[src/rtl/ifetch_stage_pkg.sv]
// ---------------------------------------------------------------------------
// ifetch_stage_pkg
//   Shared pipeline constants for the PC unit and the instruction-fetch stage:
//   fetch FSM state encoding, the bubble instruction and the fixed vectors.
// ---------------------------------------------------------------------------
package ifetch_stage_pkg;

   typedef enum logic [1:0] {
      S_IDLE   = 2'd0,   // no fetch outstanding
      S_WAIT   = 2'd1,   // request out, waiting for ack
      S_SQUASH = 2'd2,   // request out but flushed; ack data will be dropped
      S_HOLD   = 2'd3    // word received while ID stalled; parked in skid buffer
   } fetch_state_e;

   localparam logic [31:0] IF_NOP_INSTR  = 32'h0000_0000;
   localparam logic [31:0] RESET_VECTOR  = 32'h8000_0000;
   localparam logic [31:0] EXC_VECTOR_0  = 32'h8000_0004;
   localparam logic [31:0] EXC_VECTOR_1  = 32'h8000_0008;

endpackage

[src/rtl/ifetch_stage_if.sv]
// ---------------------------------------------------------------------------
// ifetch_stage_if
//   Instruction-memory request/ack bus.
//   master : fetch stage  (drives IMem_Req/IMem_Addr, receives IMem_Ack/IMem_Rdata)
//   slave  : memory side  (the reverse)
//   IMem_Ack is a one-cycle pulse qualifying IMem_Rdata.
// ---------------------------------------------------------------------------
interface ifetch_stage_if #(
   parameter int XLEN = 32
);
   logic            IMem_Req;
   logic [XLEN-1:0] IMem_Addr;
   logic            IMem_Ack;
   logic [XLEN-1:0] IMem_Rdata;

   modport master (output IMem_Req, IMem_Addr, input  IMem_Ack, IMem_Rdata);
   modport slave  (input  IMem_Req, IMem_Addr, output IMem_Ack, IMem_Rdata);
endinterface

[src/rtl/ifetch_stage_skid_buffer.sv]
// ---------------------------------------------------------------------------
// if_skid_buffer
//   Parks one fetched word (instruction, PC+4, supervisor bit) when memory
//   acks while ID is stalled.
//   CLK, Reset_n        : clock, async active-low reset
//   load_i              : capture instr_i/pc4_i/super_i
//   clear_i             : empty the buffer (takes priority over load_i)
//   instr_o/pc4_o/super_o : buffered contents
// ---------------------------------------------------------------------------
module if_skid_buffer #(
   parameter int XLEN = 32
) (
   input  logic            CLK,
   input  logic            Reset_n,
   input  logic            load_i,
   input  logic            clear_i,
   input  logic [XLEN-1:0] instr_i,
   input  logic [XLEN-1:0] pc4_i,
   input  logic            super_i,
   output logic [XLEN-1:0] instr_o,
   output logic [XLEN-1:0] pc4_o,
   output logic            super_o
);

   logic [XLEN-1:0] instr_q, pc4_q;
   logic            super_q;

   always_ff @(posedge CLK or negedge Reset_n) begin
      if (!Reset_n) begin
         instr_q <= '0;
         pc4_q   <= '0;
         super_q <= 1'b0;
      end else if (clear_i) begin
         instr_q <= '0;
         pc4_q   <= '0;
         super_q <= 1'b0;
      end else if (load_i) begin
         instr_q <= instr_i;
         pc4_q   <= pc4_i;
         super_q <= super_i;
      end
   end

   assign instr_o = instr_q;
   assign pc4_o   = pc4_q;
   assign super_o = super_q;

endmodule

[src/rtl/ifetch_stage.sv]
// ---------------------------------------------------------------------------
// ifetch_stage
//   Instruction fetch: issues one IMem request per PC, loads the IF/ID
//   register, and tells the PC unit to hold while a fetch is outstanding.
//   CLK, Reset_n     : clock, async active-low reset
//   PC, PCplus4, Super : current PC, PC+4 and supervisor bit from the PC unit
//   IF_Stall         : ID cannot accept a new instruction
//   IF_Flush         : wrong-path; PC unit loads the redirect target this cycle
//   imem             : request/ack bus to instruction memory (master side)
//   Fetch_Busy       : combinational PC-hold request
//   ID_Instr, ID_PCplus4, ID_Super, ID_Valid : IF/ID pipeline register
// ---------------------------------------------------------------------------
module ifetch_stage
   import ifetch_stage_pkg::*;
#(
   parameter int              XLEN      = 32,
   parameter logic [XLEN-1:0] NOP_INSTR = XLEN'(IF_NOP_INSTR)
) (
   input  logic                 CLK,
   input  logic                 Reset_n,
   input  logic [XLEN-1:0]      PC,
   input  logic [XLEN-1:0]      PCplus4,
   input  logic                 Super,
   input  logic                 IF_Stall,
   input  logic                 IF_Flush,
   ifetch_stage_if.master       imem,
   output logic                 Fetch_Busy,
   output logic [XLEN-1:0]      ID_Instr,
   output logic [XLEN-1:0]      ID_PCplus4,
   output logic                 ID_Super,
   output logic                 ID_Valid
);

   fetch_state_e    state_q, state_d;
   logic            req_q;
   logic [XLEN-1:0] addr_q;
   logic [XLEN-1:0] pend_pc4_q;
   logic            pend_super_q;

   logic [XLEN-1:0] skid_instr, skid_pc4;
   logic            skid_super;

   logic ack;
   logic issue;
   logic deliver_mem;
   logic deliver_buf;
   logic skid_load;
   logic skid_clear;

   // Ack is only meaningful while a request is outstanding; IDLE/HOLD never look at it.
   assign ack         = imem.IMem_Ack;
   assign issue       = (state_q == S_IDLE) && !IF_Stall && !IF_Flush;
   assign deliver_mem = (state_q == S_WAIT) && ack && !IF_Stall && !IF_Flush;
   assign deliver_buf = (state_q == S_HOLD) && !IF_Stall && !IF_Flush;
   assign skid_load   = (state_q == S_WAIT) && ack && IF_Stall && !IF_Flush;
   // Empty the buffer on any exit from HOLD, whether delivered or flushed.
   assign skid_clear  = (state_q == S_HOLD) && (IF_Flush || !IF_Stall);

   // ---------------- FSM: state register ----------------
   always_ff @(posedge CLK or negedge Reset_n) begin
      if (!Reset_n) state_q <= S_IDLE;
      else          state_q <= state_d;
   end

   // ---------------- FSM: next state ----------------
   always_comb begin
      state_d = state_q;
      case (state_q)
         S_IDLE:   if (issue) state_d = S_WAIT;
         S_WAIT: begin
            if (IF_Flush)      state_d = ack ? S_IDLE : S_SQUASH;
            else if (ack)      state_d = IF_Stall ? S_HOLD : S_IDLE;
         end
         S_SQUASH: if (ack) state_d = S_IDLE;   // flush here is already covered
         S_HOLD:   if (IF_Flush || !IF_Stall) state_d = S_IDLE;
         default:  state_d = S_IDLE;
      endcase
   end

   // ---------------- FSM: outputs ----------------
   // Busy drops in any cycle where the PC unit must move: the redirect cycle
   // of a flush, or the cycle the fetched word enters ID.
   always_comb begin
      Fetch_Busy = 1'b0;
      case (state_q)
         S_IDLE:   Fetch_Busy = issue;
         S_WAIT:   Fetch_Busy = !IF_Flush && !(ack && !IF_Stall);
         S_SQUASH: Fetch_Busy = 1'b1;
         S_HOLD:   Fetch_Busy = !IF_Flush && IF_Stall;
         default:  Fetch_Busy = 1'b0;
      endcase
   end

   // ---------------- request / pending registers ----------------
   always_ff @(posedge CLK or negedge Reset_n) begin
      if (!Reset_n) begin
         req_q        <= 1'b0;
         addr_q       <= '0;
         pend_pc4_q   <= '0;
         pend_super_q <= 1'b0;
      end else begin
         req_q <= (state_d == S_WAIT) || (state_d == S_SQUASH);
         if (issue) begin
            addr_q       <= PC;
            pend_pc4_q   <= PCplus4;
            pend_super_q <= Super;
         end
      end
   end

   assign imem.IMem_Req  = req_q;
   assign imem.IMem_Addr = addr_q;

   if_skid_buffer #(.XLEN(XLEN)) u_skid (
      .CLK     (CLK),
      .Reset_n (Reset_n),
      .load_i  (skid_load),
      .clear_i (skid_clear),
      .instr_i (imem.IMem_Rdata),
      .pc4_i   (pend_pc4_q),
      .super_i (pend_super_q),
      .instr_o (skid_instr),
      .pc4_o   (skid_pc4),
      .super_o (skid_super)
   );

   // ---------------- IF/ID register ----------------
   // Flush beats stall; a bubble keeps PC+4/super so only Instr/Valid change.
   always_ff @(posedge CLK or negedge Reset_n) begin
      if (!Reset_n) begin
         ID_Instr   <= NOP_INSTR;
         ID_PCplus4 <= '0;
         ID_Super   <= 1'b0;
         ID_Valid   <= 1'b0;
      end else if (IF_Flush) begin
         ID_Instr <= NOP_INSTR;
         ID_Valid <= 1'b0;
      end else if (IF_Stall) begin
         // hold
      end else if (deliver_mem) begin
         ID_Instr   <= imem.IMem_Rdata;
         ID_PCplus4 <= pend_pc4_q;
         ID_Super   <= pend_super_q;
         ID_Valid   <= 1'b1;
      end else if (deliver_buf) begin
         ID_Instr   <= skid_instr;
         ID_PCplus4 <= skid_pc4;
         ID_Super   <= skid_super;
         ID_Valid   <= 1'b1;
      end else begin
         ID_Instr <= NOP_INSTR;
         ID_Valid <= 1'b0;
      end
   end

endmodule

[src/flat_wrapper.sv]
// flat-port wrapper written by rule: the top's interface ports become plain ports
module ifetch_stage_flat import ifetch_stage_pkg::*;
#(
   parameter int              XLEN      = 32,
   parameter logic [XLEN-1:0] NOP_INSTR = XLEN'(IF_NOP_INSTR)
)
  (CLK, Reset_n, PC, PCplus4, Super, IF_Stall, IF_Flush, Fetch_Busy, ID_Instr, ID_PCplus4, ID_Super, ID_Valid, imem_IMem_Req, imem_IMem_Addr, imem_IMem_Ack, imem_IMem_Rdata);
  ifetch_stage_if #(.XLEN(XLEN)) imem_i ();
  input  logic CLK;
  input  logic Reset_n;
  input  logic [XLEN-1:0] PC;
  input  logic [XLEN-1:0] PCplus4;
  input  logic Super;
  input  logic IF_Stall;
  input  logic IF_Flush;
  output logic Fetch_Busy;
  output logic [XLEN-1:0] ID_Instr;
  output logic [XLEN-1:0] ID_PCplus4;
  output logic ID_Super;
  output logic ID_Valid;
  output wire logic [$bits(imem_i.IMem_Req)-1:0] imem_IMem_Req;
  output wire logic [$bits(imem_i.IMem_Addr)-1:0] imem_IMem_Addr;
  input wire logic [$bits(imem_i.IMem_Ack)-1:0] imem_IMem_Ack;
  input wire logic [$bits(imem_i.IMem_Rdata)-1:0] imem_IMem_Rdata;
  assign imem_IMem_Req = imem_i.IMem_Req;
  assign imem_IMem_Addr = imem_i.IMem_Addr;
  assign imem_i.IMem_Ack = imem_IMem_Ack;
  assign imem_i.IMem_Rdata = imem_IMem_Rdata;
  ifetch_stage #(.XLEN(XLEN), .NOP_INSTR(NOP_INSTR)) u_core (.CLK(CLK), .Reset_n(Reset_n), .PC(PC), .PCplus4(PCplus4), .Super(Super), .IF_Stall(IF_Stall), .IF_Flush(IF_Flush), .imem(imem_i), .Fetch_Busy(Fetch_Busy), .ID_Instr(ID_Instr), .ID_PCplus4(ID_PCplus4), .ID_Super(ID_Super), .ID_Valid(ID_Valid));
endmodule
[config.mk]
export PLATFORM = sky130hd
export DESIGN_NAME = ifetch_stage_flat
export DESIGN_NICKNAME = d
export VERILOG_FILES = /design/src/rtl/ifetch_stage_pkg.sv /design/src/rtl/ifetch_stage_if.sv /design/src/rtl/ifetch_stage_skid_buffer.sv /design/src/rtl/ifetch_stage.sv /design/src/flat_wrapper.sv
export SDC_FILE = /design/constraint.sdc
export NUM_CORES = 1
export LEC_CHECK = 0
export ABC_CLOCK_PERIOD_IN_PS = 3150
export CAP_MARGIN = 10
export CORE_AREA = 3 3 159 161
export DETAILED_ROUTE_END_ITERATION = 10
export DIE_AREA = 0 0 162 164
export HOLD_SLACK_MARGIN = 0.15
export PLACE_DENSITY = 0.59
export SYNTH_ARGS = -nofsm -noshare
export SYNTH_HDL_FRONTEND = slang
export SYNTH_SLANG_ARGS = --single-unit
[constraint.sdc]
create_clock -name CLK -period 3.15 [get_ports CLK]
set_clock_uncertainty 0.05 [all_clocks]
set_input_delay 0.63 -clock CLK [delete_from_list [all_inputs] [get_ports CLK]]
set_output_delay 0.63 -clock CLK [all_outputs]
set_load 0.01 [all_outputs]
; ---- Word level (Yosys, flattened, before mapping)
; Cells that the tools add are included.
[op_classes]
n_reduce_logical = 22
muxes = 27
eq_ne = 6
bitwise = 2
[op_table]
columns = cell, n
row1 = 32-bit two-way mux, 10
row2 = 2-bit two-way mux, 7
row3 = 1-bit logical AND, 13
row4 = 1-bit two-way mux, 8
row5 = 2-bit one-hot mux with 4 select lines, 1
row6 = 2-bit equality test (second input constant), 3
row7 = 2-bit by 1-bit equality test with 1-bit output (second input constant), 2
row8 = 1-bit one-hot mux with 4 select lines, 1
row9 = 2-bit nonzero test, 2
row10 = 1-bit logical NOT, 3
row11 = 3-bit AND reduction, 1
row12 = 2-bit logical NOT, 1
row13 = 1-bit logical OR, 2
row14 = 2-bit by 1-bit != test with 1-bit output (second input constant), 1
row15 = 1-bit inverter, 2
[word_totals]
out_inout_bits = 100
word_cells = 69
register_bits = 199
in_bits = 102

; ---- Depth between registers and ports, before layout
; Gate-level depths: netlist (run 1).
[logic_depth]
ltp_word = 7
ltp_mapped = 7
depth_no_buf = 3

; ---- Hierarchy
; A second synthesis (run 1) with hierarchy kept.
[hier_totals]
hier_cells = 632
hier_area_um2 = 8311.7
[by_module_without_submodules]
columns = mod, seq_area_each_um2, cells_each, n_inst, area_each_um2
row1 = ifetch_stage, 3353.2, 423, 1, 5644.2
row2 = if_skid_buffer, 1626.6, 209, 1, 2667.6

; ---- Worst setup path before layout (run 1)
; Ideal clock, no wire load.
[synth_path]
path_type = input port to flip-flop
from = input IF_Flush
to = register u_core.ID_PCplus4[22]
arrival_time_ns = 1.856
required_time_ns = 2.974
path_stages = 5
path_slack_ns = 1.118
path_cell_list = buf_2 > or4b_4 > buf_6 > buf_6 > a221o_1
[synth_via]
elab_chain_cells = 4
elab_cells_between_ends = 7
cone_classes = 1 x mux / 1 x bitwise / 5 x reduce/logical
[synth_lines]
columns = element, line
row1 = start: declaration, flat_wrapper.sv:15  ; input logic IF_Flush;
row2 = 1-bit logical NOT, "ifetch_stage.sv:53, ifetch_stage.sv:54"
row3 = "1-bit logical AND, on equally long branches", "ifetch_stage.sv:54, ifetch_stage.sv:53"
row4 = 2-bit nonzero test (no line), -
row5 = 3-bit AND reduction (no line), -
row6 = end signal: assignment, ifetch_stage.sv:142  ; ID_PCplus4 <= pend_pc4_q;
row7 = end signal: assignment, ifetch_stage.sv:147  ; ID_PCplus4 <= skid_pc4;
row8 = end: declaration, ifetch_stage.sv:29  ; output logic [XLEN-1:0] ID_PCplus4,
; Several ways; a longest one is shown, not always the timed one.
; A chain may end at the register's enable or synchronous reset.

; ---- Worst setup path in the final report (run 1)
[layout_path]
from = input imem_IMem_Ack
to = output Fetch_Busy
[layout_via]
elab_chain_cells = 4
[layout_lines]
columns = element, line
row1 = start: declaration, flat_wrapper.sv:23  ; input wire logic [$bits(imem_i.IMem_Ack)-1:0] imem_IMem_Ack;
row2 = 1-bit logical AND, ifetch_stage.sv:87  ; S_WAIT: Fetch_Busy = !IF_Flush && !(ack && !IF_Stall);
row3 = 1-bit logical NOT, ifetch_stage.sv:87
row4 = 1-bit logical AND, ifetch_stage.sv:87
row5 = 1-bit one-hot mux with 4 select lines, ifetch_stage.sv:85  ; case (state_q)
row6 = end: declaration, flat_wrapper.sv:16  ; output logic Fetch_Busy;
; Every way passes these cells.

==> results of run 1 <==
## per-stage QoR
| step | cell area, sq um | hold slack (ns) |
|---|---|---|
| after floorplan | 8400 | 0.284 |
| after global placement | 10700 | 0.418 |
| after detailed placement | 10700 | 0.421 |
| after CTS | 11300 | 0.162 |
| after global routing | 11300 | 0.174 |
| final | 11300 | 0.141 |
## cell usage after synthesis, types with 2 or more instances
library cell,instances
nand2_1,37
a21o_1,32
a221o_1,33
mux2_2,32
dfrtp_1,199
a22o_1,33
a21oi_1,2
and2_1,33
nor2_1,3
mux2i_1,65
buf_6,10
o21ai_0,98
clkbuf_1,26
a22oi_1,2
buf_2,20
inv_1,67
## per-layer routing
layer  vias to the layer above  track usage
met2                       159        0.251
li1                       2797            -
met1                      2938        0.228
met5                         -            0
met4                         2       0.0326
met3                        14       0.0666
## flip-flops by register name, indices dropped and copies added (netlist names)
signal,flops
u_core.ID_Instr,32
u_core.ID_PCplus4,32
u_core.ID_Super,1
u_core.ID_Valid,1
u_core.imem.IMem_Addr,32
u_core.imem.IMem_Req,1
u_core.pend_pc4_q,32
u_core.pend_super_q,1
u_core.state_q,2
u_core.u_skid.instr_o,32
u_core.u_skid.pc4_o,32
u_core.u_skid.super_o,1
## cell families (layout without fill, tap and decap cells)
kind of cell,Yosys count,after routing
AO/OA/AOI/OAI,202,202
flip-flops,199,199
buffers and inverters,124,315
multiplexers,97,97
XOR/XNOR,1,1
AND/OR/NAND/NOR,81,81
## worst max path at each step
| stage | startpoint | endpoint | slack, ns | cells after the start |
|---|---|---|---|---|
| 2_1_floorplan | IF_Flush | u_core.ID_PCplus4[22] | 1.12 | 5 |
| 3_3_place_gp | imem_IMem_Ack | Fetch_Busy | 0.25 | 5 |
| 3_5_place_dp | imem_IMem_Ack | Fetch_Busy | 0.24 | 5 |
| 4_1_cts | imem_IMem_Ack | Fetch_Busy | 0.23 | 5 |
| 5_1_grt | imem_IMem_Ack | Fetch_Busy | 0.16 | 5 |
| 6_report | imem_IMem_Ack | Fetch_Busy | 0.23 | 5 |
## layout make-up
class | count | area (sq um)
clock buffers | 17 | 425
clock inverters | 15 | 186
fillers | 2325 | 12800
inverters | 67 | 251
multi-input cells | 381 | 2890
flip-flops and latches | 199 | 4980
well taps | 324 | 405
repair buffers | 216 | 2200
## worst max-delay path, stage by stage
cell             delay (ns)
clkdlybuf4s50_1        0.57
nor2_2                 0.07
or3_1                  0.32
a22o_1                 0.18
clkdlybuf4s50_1        0.47
## power by group through the flow
stage               clock network (uW)  logic [uW]  registers, uW
floorplan                            0         667           3590
global placement                     0        1630           3540
detailed placement                   0        1660           3550
CTS                               2350        1670           3510
global route                      2460        1810           3590
finish                            2270        1630           3510
==> results.py, run 1 <==
metrics = {
    "logic_synthesis": {
        "synth_top_area_frac": 0.593,
        "synth-edff-count": 0,
        "ys_ff_latch": 199,
        "syn_nets": 806,
        "synth-simple-area-share": 0.0526,
        "syn_avg_cell_area_sq_um": 11.9,
        "synth_top_family_by_area": "compound AO/OA/AOI/OAI gates",
        "yosys.cell_types.count": 28,
        "ys_seq_area_frac": 0.593,
        "synthAdderAreaFrac": 0,
        "synth_compound_area_frac": 0.165,
        "async_flop_share": 1.00,
        "synth_area_leaders": "dfrtp_1 (59%), mux2i_1 (7.7%), o21ai_0 (5.8%), mux2_2 (4.3%), a221o_1 (3.9%)",
        "syn_area_sq_um": 8400,
        "yosysWarningCount": 0,
        "synth_xor_area_frac": 0.00104,
        "synthMuxAreaShare": 0.120,
        "synth_ff_type": "dfrtp_1",
        "yosys.area.top_type": "dfrtp_1",
        "syn_inst": 704,
    },
    "clock_tree": {
        "cts_tree": "yes",
        "cts_resized": 0,
        "cts_sinks": 199,
        "cts_buffer_depth": 2,
        "cts_max_level": 4,
        "cts_root_buf": "clkbuf_16",
        "postCtsSetupBuffers": 0,
        "cts_made_buffers": 17,
        "cts.hold.buffers_added": 0,
        "worstSkewPairLatency_ns": 0.43,
        "path_clk_slew_ns": 0.08,
    },
    "place": {
        "dp.cells": 1187,
        "gp_congestion": 0.719,
        "hpwl_microns": 12900,
        "portBuffers": 201,
        "post-place-ws_ns": 0.241,
    },
    "layout": {
        "final_core_util": 0.470,
        "area_delta_synth_final_pct": 35.0,
        "drive_gt1_frac": 0.0983,
        "nNetsFinal": 984,
        "antenna_cells": 0,
        "mostFrequentLayoutCells": "clkdlybuf4s50_1 (200), dfrtp_1 (199), o21ai_0 (98)",
        "layout_commonest_cell": "clkdlybuf4s50_1",
        "stdcell_count": 1219,
    },
    "timing": {
        "finalSetupTns_ns": 0,
        "rsz0062_at_grt": "no",
        "slew_headroom": 0.524,
        "worst_pin_slew_ns": 0.714,
        "finalCritPeriodShare": 0.928,
        "period_minus_slack_ns": 2.92,
        "setup_viol": 0,
        "layout_setup_ws_ns": 0.227,
        "hold_viol_final": 0,
        "slew_viol_final": 0,
        "fmax_mhz": 342,
    },
    "pwr": {
        "ir_worst_vdd_uv": 316,
        "p_int_uw": 5340,
        "pwr-share-comb": 0.220,
        "seqPwrFrac": 0.473,
        "p_per_area_nw_per_um2": 654,
        "p_sw_uw": 2070,
        "fin_total_pwr_uw": 7410,
        "power.clock.fraction": 0.307,
        "p_leak_uw": 0.00516,
        "switching_share": 0.280,
    },
    "detailed_routing": {
        "drt_iter0_drc": 253,
        "post_drt_wl_per_cell_microns": 17.5,
        "viasPerCell": 4.85,
        "wl_met3_microns": 1660,
        "antenna_left": 0,
        "wirelength_microns": 21300,
        "top_layer": "met5",
        "dr_total_vias": 5910,
        "routedLengthMet1_microns": 10000,
        "first_pass_iters": 4,
        "drc": 0,
        "dr_wl_met2_microns": 9460,
    },
    "critical_path": {
        "reg2reg_to": "u_core.ID_PCplus4[9]",
        "critPathCaptureType": "primary output",
        "critPathKind": "input pin to primary output",
        "reg2reg_depth": 3,
        "crit_arrival_ns": 2.24,
        "r2r_setup_slack_ns": 1.06,
        "cp_max_fo": 5,
        "cp.required_ns": 2.47,
        "r2r-start": "u_core.state_q[1]",
        "cp-start-kind": "input pin",
    },
    "job": {
        "maxCapViolCount": 0,
    },
    "global_route": {
        "grt_pass1_wl_microns": 35200,
        "antenna_found_initial": 1,
        "overflow": 0,
        "grtUsageTotal": 0.166,
        "grt_max_degree": 101,
        "grt_pass1_vias": 6403,
    },
    "floorplanning": {
        "dieWidth_microns": 162,
        "start_util": 0.348,
        "die_h_microns": 164,
        "boundaryPins": 202,
        "dieArea_sq_um": 26600,
        "core_area_sq_um": 24100,
        "rows": 57,
    },
    "hold_path": {
        "hp-class": "input pin to async pin",
    },
    "status": {
        "status": "complete, no violations",
    },
}
(Power assumes the default switching activity.)
==> run 2, diff against run 1 <==
--- a/config.mk
+++ b/config.mk
@@ -11,7 +11,7 @@
 export DETAILED_ROUTE_END_ITERATION = 10
 export DIE_AREA = 0 0 162 164
 export HOLD_SLACK_MARGIN = 0.15
-export PLACE_DENSITY = 0.59
+export PLACE_DENSITY_LB_ADDON = 0.25
 export SYNTH_ARGS = -nofsm -noshare
 export SYNTH_HDL_FRONTEND = slang
 export SYNTH_SLANG_ARGS = --single-unit
==> run 2 against run 1 <==
Net effect:
- clock-buffer cell count unchanged
- register-to-register slack is essentially flat
- wire length fell by 0.89%
- global-route usage fell by 0.25 points
- via count increased by 1.6%
- critical path depth stayed put
- die area unchanged
- highest routed layer unchanged
==> results.py, run 2 (synthesized netlist as in run 1, its figures left out) <==
metrics = {
    "critical_path": {
        "crit_arrival_ns": 2.25,
        "slowest_delay_ns": 0.57,
        "critPathSlowestCell": "clkdlybuf4s50_1",
        "cp-start-kind": "input pin",
        "crit_family": "buffers and inverters",
        "crit_path_cell_trace": "clkdlybuf4s50_1, nor2_2, or3_1, a22o_1, clkdlybuf4s50_1",
        "critPathBufInv": 2,
        "critPathCaptureType": "primary output",
        "cp_max_fo": 5,
        "cp.required_ns": 2.47,
        "cpMostUsedCell": "clkdlybuf4s50_1",
        "critPathKind": "input pin to primary output",
    },
    "clock_tree": {
        "cts_resized": 0,
        "cts_made_buffers": 17,
        "cts_buffer_depth": 2,
        "path_clk_slew_ns": 0.07,
        "cts_max_level": 4,
        "cts_tree": "yes",
        "cts_sinks": 199,
        "cts_root_buf": "clkbuf_16",
        "worstSkewPairLatency_ns": 0.43,
    },
    "detailed_routing": {
        "post_drt_wl_per_cell_microns": 17.3,
        "first_pass_iters": 4,
        "dr_total_vias": 6004,
        "viasPerCell": 4.93,
        "drt_iter0_drc": 346,
        "wirelength_microns": 21100,
        "antenna_left": 0,
        "drc": 0,
    },
    "global_route": {
        "grt_use_met2": 0.254,
        "use_met3": 0.0567,
        "grt_pass1_vias": 6368,
        "overflow": 0,
        "grt_use_met1": 0.223,
        "grt_pass1_wl_microns": 34700,
        "grtUsageTotal": 0.163,
        "busiest_layer": "met2",
        "antenna_found_initial": 1,
        "grt_max_degree": 101,
    },
    "place": {
        "hpwl_microns": 12600,
        "gp_congestion": 0.724,
        "portBuffers": 201,
    },
    "timing": {
        "setup_viol": 0,
        "period_minus_slack_ns": 2.93,
        "slew_viol_final": 0,
        "hold_viol_final": 0,
        "rsz0062_at_grt": "no",
        "finalCritPeriodShare": 0.932,
        "slew_headroom": 0.517,
        "finalSetupTns_ns": 0,
        "worst_pin_slew_ns": 0.725,
        "fmax_mhz": 341,
        "hold_ws_ns": 0.428,
    },
    "hold_path": {
        "hp-class": "flop to flop",
    },
    "floorplanning": {
        "rows": 57,
        "start_util": 0.348,
        "core_area_sq_um": 24100,
        "boundaryPins": 202,
        "die_h_microns": 164,
        "dieArea_sq_um": 26600,
        "dieWidth_microns": 162,
    },
    "status": {
        "status": "complete, no violations",
    },
    "pwr": {
        "p_per_area_nw_per_um2": 642,
        "fin_total_pwr_uw": 7270,
        "p_leak_uw": 0.00514,
        "ir_worst_vdd_uv": 341,
    },
    "layout": {
        "nNetsFinal": 985,
        "layout_commonest_cell": "clkdlybuf4s50_1",
        "mostFrequentLayoutCells": "clkdlybuf4s50_1 (200), dfrtp_1 (199), o21ai_0 (98)",
        "drive_gt1_frac": 0.0972,
        "area_delta_synth_final_pct": 34.9,
        "antenna_cells": 0,
    },
    "job": {
        "maxCapViolCount": 0,
    },
}
## run 2: final cells by class
cell class / count / area (sq um)
clock buffers: 17 / 425
clock inverters: 14 / 135
fillers: 2256 / 12800
inverters: 67 / 251
multi-input cells: 381 / 2890
flip-flops and latches: 199 / 4980
well taps: 324 / 405
repair buffers: 217 / 2250
## run 2: final timing paths
check	end	slack (ns)	cells past startpoint	from
worst max register to register	u_core.ID_PCplus4[4]	1.07	3	u_core.state_q[1]
worst min-delay path	u_core.ID_Valid	0.43	2	u_core.ID_Valid
max in group asynchronous	u_core.u_skid.instr_o[10]	1.54	3	Reset_n
worst min register to register	u_core.ID_Valid	0.43	2	u_core.ID_Valid
worst max-delay path	Fetch_Busy	0.22	5	imem_IMem_Ack
min in group asynchronous	u_core.pend_pc4_q[18]	0.67	2	Reset_n
## run 2: worst min-delay path: cells and delay by family, from the launching register on
kind	cells	cell delay, ns
and+or+nand+nor	2	0.10
DFF	1	0.35
## run 2: power by group
group / leakage, uW / switching (uW) / internal (uW) / total (uW)
Combinational: 0.00231 / 684 / 960 / 1640
Clock: 0.000275 / 1080 / 1050 / 2130
Sequential: 0.00256 / 325 / 3170 / 3500
Total: 0.00514 / 2090 / 5180 / 7270
## run 2: metrics by stage
step	instance area [sq um]	util	std cells	setup WS (ns)
finish	11300	0.470	1219	0.215
global route	11300	0.470	1219	0.131
CTS	11300	0.470	1219	0.219
detailed placement	10800	0.446	1187	0.226
global placement	10800	0.446	1187	0.245
floorplan	8400	-	704	1.12
## run 2: metal layers
layer	wire (microns)	part of all wire
met1	9840	0.47
met2	9610	0.46
met3	1530	0.072
met4	130	0.0062
met5	11	0.00052
## run 2: timing repair
| item | 4_1_cts | 5_1_grt |
|---|---|---|
| hold endpoints to repair | 55 | 0 |
| hold buffers | 1 | 0 |
| endpoints found under the setup margin | 0 | 0 |
| buffers inserted | 0 | 0 |
